**config.mk**
```make
export PLATFORM = sky130hd
export DESIGN_NAME = serializer
export DESIGN_NICKNAME = d
export VERILOG_FILES = /design/src/rtl/serializer_pkg.sv /design/src/rtl/serializer_ctrl.sv /design/src/rtl/serializer.sv
export SDC_FILE = /design/constraint.sdc
export NUM_CORES = 1
export LEC_CHECK = 0
export ABC_AREA = 1
export CORE_ASPECT_RATIO = 1.1
export CORE_MARGIN = 2
export CORE_UTILIZATION = 48
export CTS_CLUSTER_DIAMETER = 50
export CTS_CLUSTER_SIZE = 16
export DETAILED_ROUTE_END_ITERATION = 8
export PLACE_DENSITY = 0.8
export SKIP_LAST_GASP = 1
export SYNTH_ARGS = -nofsm -noshare
export SYNTH_HDL_FRONTEND = slang
export SYNTH_SLANG_ARGS = --single-unit
```
**constraint.sdc**
```tcl
create_clock -name clk -period 17.55 [get_ports clk]
set_input_delay 1.755 -clock clk [delete_from_list [all_inputs] [get_ports clk]]
set_output_delay 1.755 -clock clk [all_outputs]
set_load 0.02 [all_outputs]
```
**src/rtl/serializer_pkg.sv**
```systemverilog
// Shared types for the serializer and its deserializer counterpart.
package serializer_pkg;

  typedef enum logic {
    IDLE = 1'b0,
    SEND = 1'b1
  } state_e;

endpackage

```
**src/rtl/serializer_ctrl.sv**
```systemverilog
// Serializer control: IDLE/SEND state machine and word counter.
module serializer_ctrl
  import serializer_pkg::*;
#(
  parameter int N_SAMPLES = 8,
  parameter int COUNT_W   = 3
) (
  input  logic               clk,
  input  logic               reset,
  input  logic               recv_val,
  input  logic               send_rdy,
  output logic               recv_rdy,
  output logic               send_val,
  output logic               bank_we,
  output logic [COUNT_W-1:0] count
);

  localparam logic [COUNT_W-1:0] LAST = COUNT_W'(N_SAMPLES - 1);

  state_e             state;
  state_e             state_next;
  logic [COUNT_W-1:0] count_next;

  // NOTE: sequential state uses non-blocking assignments so every register
  // samples the pre-edge values regardless of statement order.
  always_ff @(posedge clk) begin
    if (reset) begin
      state <= IDLE;
      count <= '0;
    end else begin
      state <= state_next;
      count <= count_next;
    end
  end

  // NOTE: every output of this block is given a default first, so no path
  // through the case leaves a signal unassigned and no latch is inferred.
  always_comb begin
    state_next = state;
    count_next = count;
    recv_rdy   = 1'b0;
    send_val   = 1'b0;
    bank_we    = 1'b0;

    unique case (state)
      IDLE: begin
        recv_rdy = 1'b1;
        if (recv_val) begin
          bank_we    = 1'b1;
          count_next = '0;
          state_next = SEND;
        end
      end
      SEND: begin
        send_val = 1'b1;
        if (send_rdy) begin
          if (count == LAST) begin
            count_next = '0;
            state_next = IDLE;
          end else begin
            count_next = count + 1'b1;
          end
        end
      end
      default: state_next = IDLE;
    endcase

    // Handshake outputs stay low for the whole reset cycle, whatever the state.
    if (reset) begin
      recv_rdy = 1'b0;
      send_val = 1'b0;
      bank_we  = 1'b0;
    end
  end

endmodule

```
**src/rtl/serializer.sv**
```systemverilog
// Parallel-to-serial converter: one block in, N_SAMPLES words out, word 0 first.
module serializer
  import serializer_pkg::*;
#(
  parameter int BIT_WIDTH = 32,
  parameter int N_SAMPLES = 8
) (
  input  logic                           clk,
  input  logic                           reset,
  input  logic                           recv_val,
  output logic                           recv_rdy,
  input  logic [N_SAMPLES*BIT_WIDTH-1:0] recv_msg,
  output logic                           send_val,
  input  logic                           send_rdy,
  output logic [BIT_WIDTH-1:0]           send_msg
);

  localparam int COUNT_W = (N_SAMPLES > 1) ? $clog2(N_SAMPLES) : 1;

  logic                 bank_we;
  logic [COUNT_W-1:0]   count;
  logic [BIT_WIDTH-1:0] bank [N_SAMPLES];

  serializer_ctrl #(
    .N_SAMPLES (N_SAMPLES),
    .COUNT_W   (COUNT_W)
  ) u_ctrl (
    .clk      (clk),
    .reset    (reset),
    .recv_val (recv_val),
    .send_rdy (send_rdy),
    .recv_rdy (recv_rdy),
    .send_val (send_val),
    .bank_we  (bank_we),
    .count    (count)
  );

  // NOTE: the word bank has no reset; it is only read while send_val is high,
  // which always follows a capture, so its power-up contents are never seen.
  always_ff @(posedge clk) begin
    if (bank_we) begin
      for (int i = 0; i < N_SAMPLES; i++) begin
        bank[i] <= recv_msg[i*BIT_WIDTH +: BIT_WIDTH];
      end
    end
  end

  always_comb begin
    send_msg = bank[0];
    for (int i = 1; i < N_SAMPLES; i++) begin
      if (count == COUNT_W'(i)) send_msg = bank[i];
    end
  end

endmodule

```
==> flow_summary.toml, run 1 <==
[placement]
dp_hpwl_mm = 19.2
io_buffers = 293
place_congestion = 0.894

[yosys]
synth_most_common_cell = "nand2_1"
postSynth.asyncResetShare_pct = 0
synth.cells.most_frequent = "nand2_1 (298), edfxtp_1 (256), nor2_1 (133)"
yosysWarnings = 0
ys_seq_elements = 260
synth_area_um2 = 10700
synth_top_cell_by_area = "edfxtp_1"
synth.top_cells.by_area = "edfxtp_1 (72%), nand2_1 (10%), nand3_1 (6.0%), nor2_1 (4.7%), inv_1 (1.3%)"
syn_avg_cell_area_um2 = 11.3
ys_seq_area_share_pct = 72.5
synth_edf_count = 256
synth_flop_cell = "edfxtp_1"
synth_nets = 1218
yosysUniqueCellTypes = 21
synthCells = 952
synth_top_area_share_pct = 71.8

[worst_setup_path]
cp.depth = 11
cpLargestDelayFamily = "buffers and inverters"
rrSetupSlack_ns = 14.89
critPathMaxFanout = 35
cpPeakStageDelay_ns = 0.93
critPathLaunchType = "flip-flop"
reg2reg_depth = 5
path_buf_inv = 4
cp_cell_sequence = "inv_2 -> ha_1 -> buf_4 -> inv_1 -> nand3_1 -> nand3_1 -> nand2_1 -> nand2_1 -> nand2_1 -> nand2_1 -> clkdlybuf4s50_1"
critPathKind = "flip-flop to output port"
crit_arrival_ns = 4.21
endpoint_kind = "output port"
crit_slowest_cell = "inv_1"
timing.rr.start = "u_ctrl.state$_SDFF_PP0_"
reg2reg_to = "bank[0][111]$_DFFE_PP_"
path_common_cell = "nand2_1"
critical_path_required_ns = 15.79

[route]
drc = 0
via_count = 7862
vias_per_cell = 5.06
routedWlPerCell_um = 18.1
drt_wl_total_mm = 28.1
drt_pass1_iterations = 5
drtIter0Drc = 535
ant_nets = 0

[clock_tree]
clock-root-buffer = "clkbuf_16"
cts_max_level = 1
cts.sinks = 260
cts_setup_buffers = 0
cts_tree = "yes"
clk_path_buf_depth = 3
insertion_delay_ns = 0.56
cts_buffers = 28
cts-hold-fix-buffers = 0
clk_pin_slew_ns = 0.06
cts_resized = 0

[timing]
rsz0062_at_grt = "no"
slew_viol_final = 0
hold_violations = 0
slew_headroom_pct = 18.0
setup_tns_ns = 0
period_needed_ns = 5.96
fmax_ghz = 0.168
max_slew.worst_pin.slew_ns = 1.23
min_period_over_period_pct = 34.0
setup_viol = 0
skew_ns = 0.0150

[layout]
drive_gt1_share_pct = 5.33
final_util_pct = 67.4
nets = 1502
areaGrowthSynthToFinish_pct = 38.1

[floorplanning]
rows = 57
core_area_um2 = 22000
fp.dieW_um = 146
num_io_pins = 294
dieArea_um2 = 23500
start_util_pct = 48.8
dieHeight_um = 161

[min_path]
min_path_type = "flip-flop to flip-flop"
min_delay_path_depth = 2
hold-path-endpoint = "u_ctrl.count[1]$_SDFFE_PP0P_"
holdCritStartpoint = "u_ctrl.count[1]$_SDFFE_PP0P_"

[grt]
overflow = 0
grt_pass1_vias = 7935
globalRouteTotalUtil_pct = 23.6
grt_max_degree = 76
antenna_found_initial = 3
grt_pass1_wl_mm = 42.9

[pwr]
power.leakage_nw = 5.63
power.density_nw_per_um2 = 97.5
vdd_drop_max_uv = 79.5

[outcome]
status = "finished clean"

[run]
maxCapViolations = 0
worst max path at each step:
stage | start | slack, ns | to
5_1_grt | u_ctrl.count[2]$_SDFFE_PP0P_ | 11.31 | send_msg[22]
3_3_place_gp | u_ctrl.count[2]$_SDFFE_PP0P_ | 12.17 | send_msg[23]
3_5_place_dp | u_ctrl.count[2]$_SDFFE_PP0P_ | 12.09 | send_msg[23]
2_1_floorplan | recv_val | 4.24 | bank[0][0]$_DFFE_PP_
4_1_cts | u_ctrl.count[2]$_SDFFE_PP0P_ | 11.50 | send_msg[23]
6_report | u_ctrl.count[2]$_SDFFE_PP0P_ | 11.59 | send_msg[23]
metal layers:
layer | GRT usage [%] | part of all wire, % | wire length (um) | vias to the layer above
li1 | - | - | - | 3776
met1 | 28.6 | 38 | 10500 | 3680
met2 | 42.0 | 51 | 14300 | 334
met3 | 4.29 | 7.2 | 2030 | 72
met4 | 9.40 | 4.2 | 1190 | 0
met5 | 0 | 0 | 0 | -
report_power, final:
group          internal, W  switching, W  total [W]
sequential        0.000716    0.00000743   0.000724
clock             0.000305      0.000266   0.000570
combinational    0.0000794     0.0000686   0.000148
total              0.00110      0.000342    0.00144
cells by family (layout without fill, tap and decap cells):
kind of cell	Yosys count	in the layout	share of synthesized area [%]
and+or+nand+nor	595	595	23.2
DFF	260	260	72.5
buffers and inverters	87	391	3.35
adders and majority gates	6	6	0.701
AOI/OAI and AO/OA	4	4	0.210
other	0	3	0
worst reg2reg max path, stage by stage, from the launching register on:
cell	delay [ns]
dfxtp_1	0.36
inv_1	0.09
nand2_1	0.12
nor2_4	0.12
buf_4	0.68
buf_4	0.89
stage by stage:
step | worst slack [ns] | total power [W] | area [um2] | cells | hold slack, ns
floorplan | 4.24 | 0.000801 | 10700 | 952 | 0.466
global placement | 12.17 | 0.000881 | 13900 | 1501 | 0.487
detailed placement | 12.09 | 0.000885 | 13900 | 1501 | 0.506
CTS | 11.50 | 0.00145 | 14800 | 1551 | 0.516
global route | 11.31 | 0.00149 | 14800 | 1553 | 0.539
finish | 11.59 | 0.00144 | 14800 | 1554 | 0.510
placed cells by master (no fill, tap or decap), drive strengths merged:
| cell type | count |
|---|---|
| a21oi | 2 |
| dfxtp | 4 |
| inv | 48 |
| buf | 9 |
| ha | 6 |
| or2 | 33 |
| clkinv | 9 |
| clkdlybuf4s50 | 293 |
| nand3 | 129 |
| clkinvlp | 3 |
| nor2 | 133 |
| nand2 | 300 |
| clkbuf | 29 |
| diode | 3 |
| a211oi | 1 |
| o21ai | 1 |
| edfxtp | 256 |
area by class of cell:
class	instances	area [um2]
timing repair buffer	302	3000
clock inverter	21	200
clock buffer	29	704
multi-input combinational	605	2600
inverter	39	146
sequential	260	7770
fill	1656	7170
antenna	3	7.51
tap	295	369
registers in the layout, summed over array words and instances, names as in the netlist:
register      flops
u_ctrl.count      3
u_ctrl.state      1
bank            256
(Power assumes the default switching activity.)
==> inputs of run 2 (changes only) <==
Settings changed: CORE_UTILIZATION 48 to 44, PLACE_DENSITY 0.8 to 0.77.
Clock period 17.55 ns to 5.07 ns, I/O delays scaled along.
==> run 2 against run 1 <==
Compared with the run above: sequential share of layout area fell by 0.61 points; flip-flop and latch count did not move; power rose to 3.7 times the previous value; clock skew fell by 0.0046 ns; worst setup slack got worse by 11 ns; count of clock-buffer cells in the layout did not move; die area rose by 8.8%; sequential power rose to 3.5 times the previous value; clock power rose to 4.0 times the previous value; first-iteration DRC count rose by 14%; largest cell class unchanged; highest routed layer is now met5.
==> flow_summary.toml, run 2 (synthesized netlist as in run 1, its figures left out) <==
[timing]
slew_viol_final = 0
hold_violations = 0
period_needed_ns = 4.24
fmax_ghz = 0.236
skew_ns = 0.0104
layout_setup_ws_ns = 0.829
max_slew.worst_pin.slew_ns = 1.09
setup_viol = 0
min_period_over_period_pct = 83.6
slew_headroom_pct = 27.7
fin_hold_ws_ns = 0.520
rsz0062_at_grt = "no"
setup_tns_ns = 0

[grt]
grt_pass1_vias = 7811
grt_pass1_wl_mm = 42.0
globalRouteTotalUtil_pct = 21.1
overflow = 0
grt_max_degree = 120
antenna_found_initial = 3

[layout]
largest_register_ffs = 256
areaGrowthSynthToFinish_pct = 39.7
drive_gt1_share_pct = 5.57
stdcell_area_um2 = 15000
largestRegisters = "bank x256, u_ctrl.count x3, u_ctrl.state x1"
nets = 1502
layout_common_cells = "nand2_1 (296), clkdlybuf4s50_1 (293), edfxtp_1 (256)"
regMostFlops = "bank"
final_common_cell = "nand2_1"

[clock_tree]
cts_tree = "yes"
clk_path_buf_depth = 3
cts.sinks = 260
cts_resized = 0
clk_pin_slew_ns = 0.07
insertion_delay_ns = 0.54
cts_buffers = 28
cts_setup_buffers = 0
cts-hold-fix-buffers = 0
cts_max_level = 1
clock-root-buffer = "clkbuf_16"

[worst_setup_path]
cpPeakStageDelay_ns = 0.75
path_common_cell = "nand2_1"
endpoint_kind = "output port"
crit_arrival_ns = 3.73
crit_slowest_cell = "inv_2"
critPathKind = "flip-flop to output port"
critical_path_required_ns = 4.56
critPathLaunchType = "flip-flop"
cp_cell_sequence = "ha_1 -> nand2_1 -> inv_2 -> buf_4 -> nand2_1 -> nand2_1 -> inv_1 -> nand2_1 -> nand2_1 -> nand2_1 -> clkdlybuf4s50_1"
critPathMaxFanout = 54

[route]
drtIter0Drc = 612
routedWlPerCell_um = 17.9
drt_pass1_iterations = 5
via_count = 7731
ant_nets = 0
vias_per_cell = 4.95
drt_wl_total_mm = 28.0
drc = 0

[placement]
io_buffers = 293
dp_hpwl_mm = 19.0
place_congestion = 0.830
placed_area_um2 = 13900
post-place-ws_ns = 1.38

[outcome]
status = "finished clean"

[run]
maxCapViolations = 0

[floorplanning]
num_io_pins = 294
dieArea_um2 = 25600
rows = 59
start_util_pct = 45.1
core_area_um2 = 23800
dieHeight_um = 168
fp.dieW_um = 153

[min_path]
min_path_type = "primary input to flip-flop"

[pwr]
vdd_drop_max_uv = 307
power.leakage_nw = 5.71
power.density_nw_per_um2 = 354
[run 2: cell count changes in the layout (fill, tap and decap cells not counted), moves of 2 or more]
| cell | before | now |
|---|---|---|
| inv_6 | 6 | 4 |
| clkinv_4 | 4 | 1 |
| diode_2 | 3 | 1 |
| bufinv_16 | 0 | 6 |
| clkinv_8 | 3 | 1 |
[run 2: cell type report]
cell class / count / area (um2)
clock buffers: 29 / 726
well taps: 305 / 382
inverters: 39 / 146
diodes: 1 / 2.50
multi-input cells: 605 / 2600
fillers: 1809 / 8800
clock inverters: 22 / 329
flip-flops and latches: 260 / 7770
repair buffers: 302 / 3010
[run 2: worst paths after layout]
check / start / slack (ns) / endpoint / depth (start not counted)
setup / recovery: u_ctrl.count[0]$_SDFFE_PP0P_ / 0.83 / send_msg[18] / 11
hold / removal: recv_msg[230] / 0.52 / bank[1][102]$_DFFE_PP_ / 1
setup reg to reg: u_ctrl.state$_SDFF_PP0_ / 3.11 / bank[1][99]$_DFFE_PP_ / 4
hold reg to reg: u_ctrl.count[1]$_SDFFE_PP0P_ / 0.52 / u_ctrl.count[1]$_SDFFE_PP0P_ / 2
[run 2: layer usage]
layer	up-vias	track usage [%]	part of all wire (%)
li1	3774	-	-
met1	3597	25.2	38
met2	310	38.3	51
met3	46	4.68	8.3
met4	4	6.16	2.3
met5	-	0	0.10
[run 2: through the flow]
step	total power, W	std cells	util, %
detailed placement	0.00306	1511	58.5
global route	0.00547	1563	63.0
global placement	0.00305	1511	58.5
finish	0.00530	1563	63.0
floorplan	0.00274	952	-
CTS	0.00535	1562	63.0
[run 2: critical path: cells and delay by family, from the launching register on]
| kind | cells | cell delay, ns |
|---|---|---|
| buffers and inverters | 4 | 1.74 |
| and+or+nand+nor | 6 | 0.47 |
| DFF | 1 | 0.41 |
| adders and majority gates | 1 | 0.53 |
[run 2: where the power goes]
| part | internal [W] | switching [W] |
|---|---|---|
| Sequential | 0.00248 | 0.0000248 |
| Combinational | 0.000276 | 0.000235 |
| Clock | 0.00138 | 0.000908 |
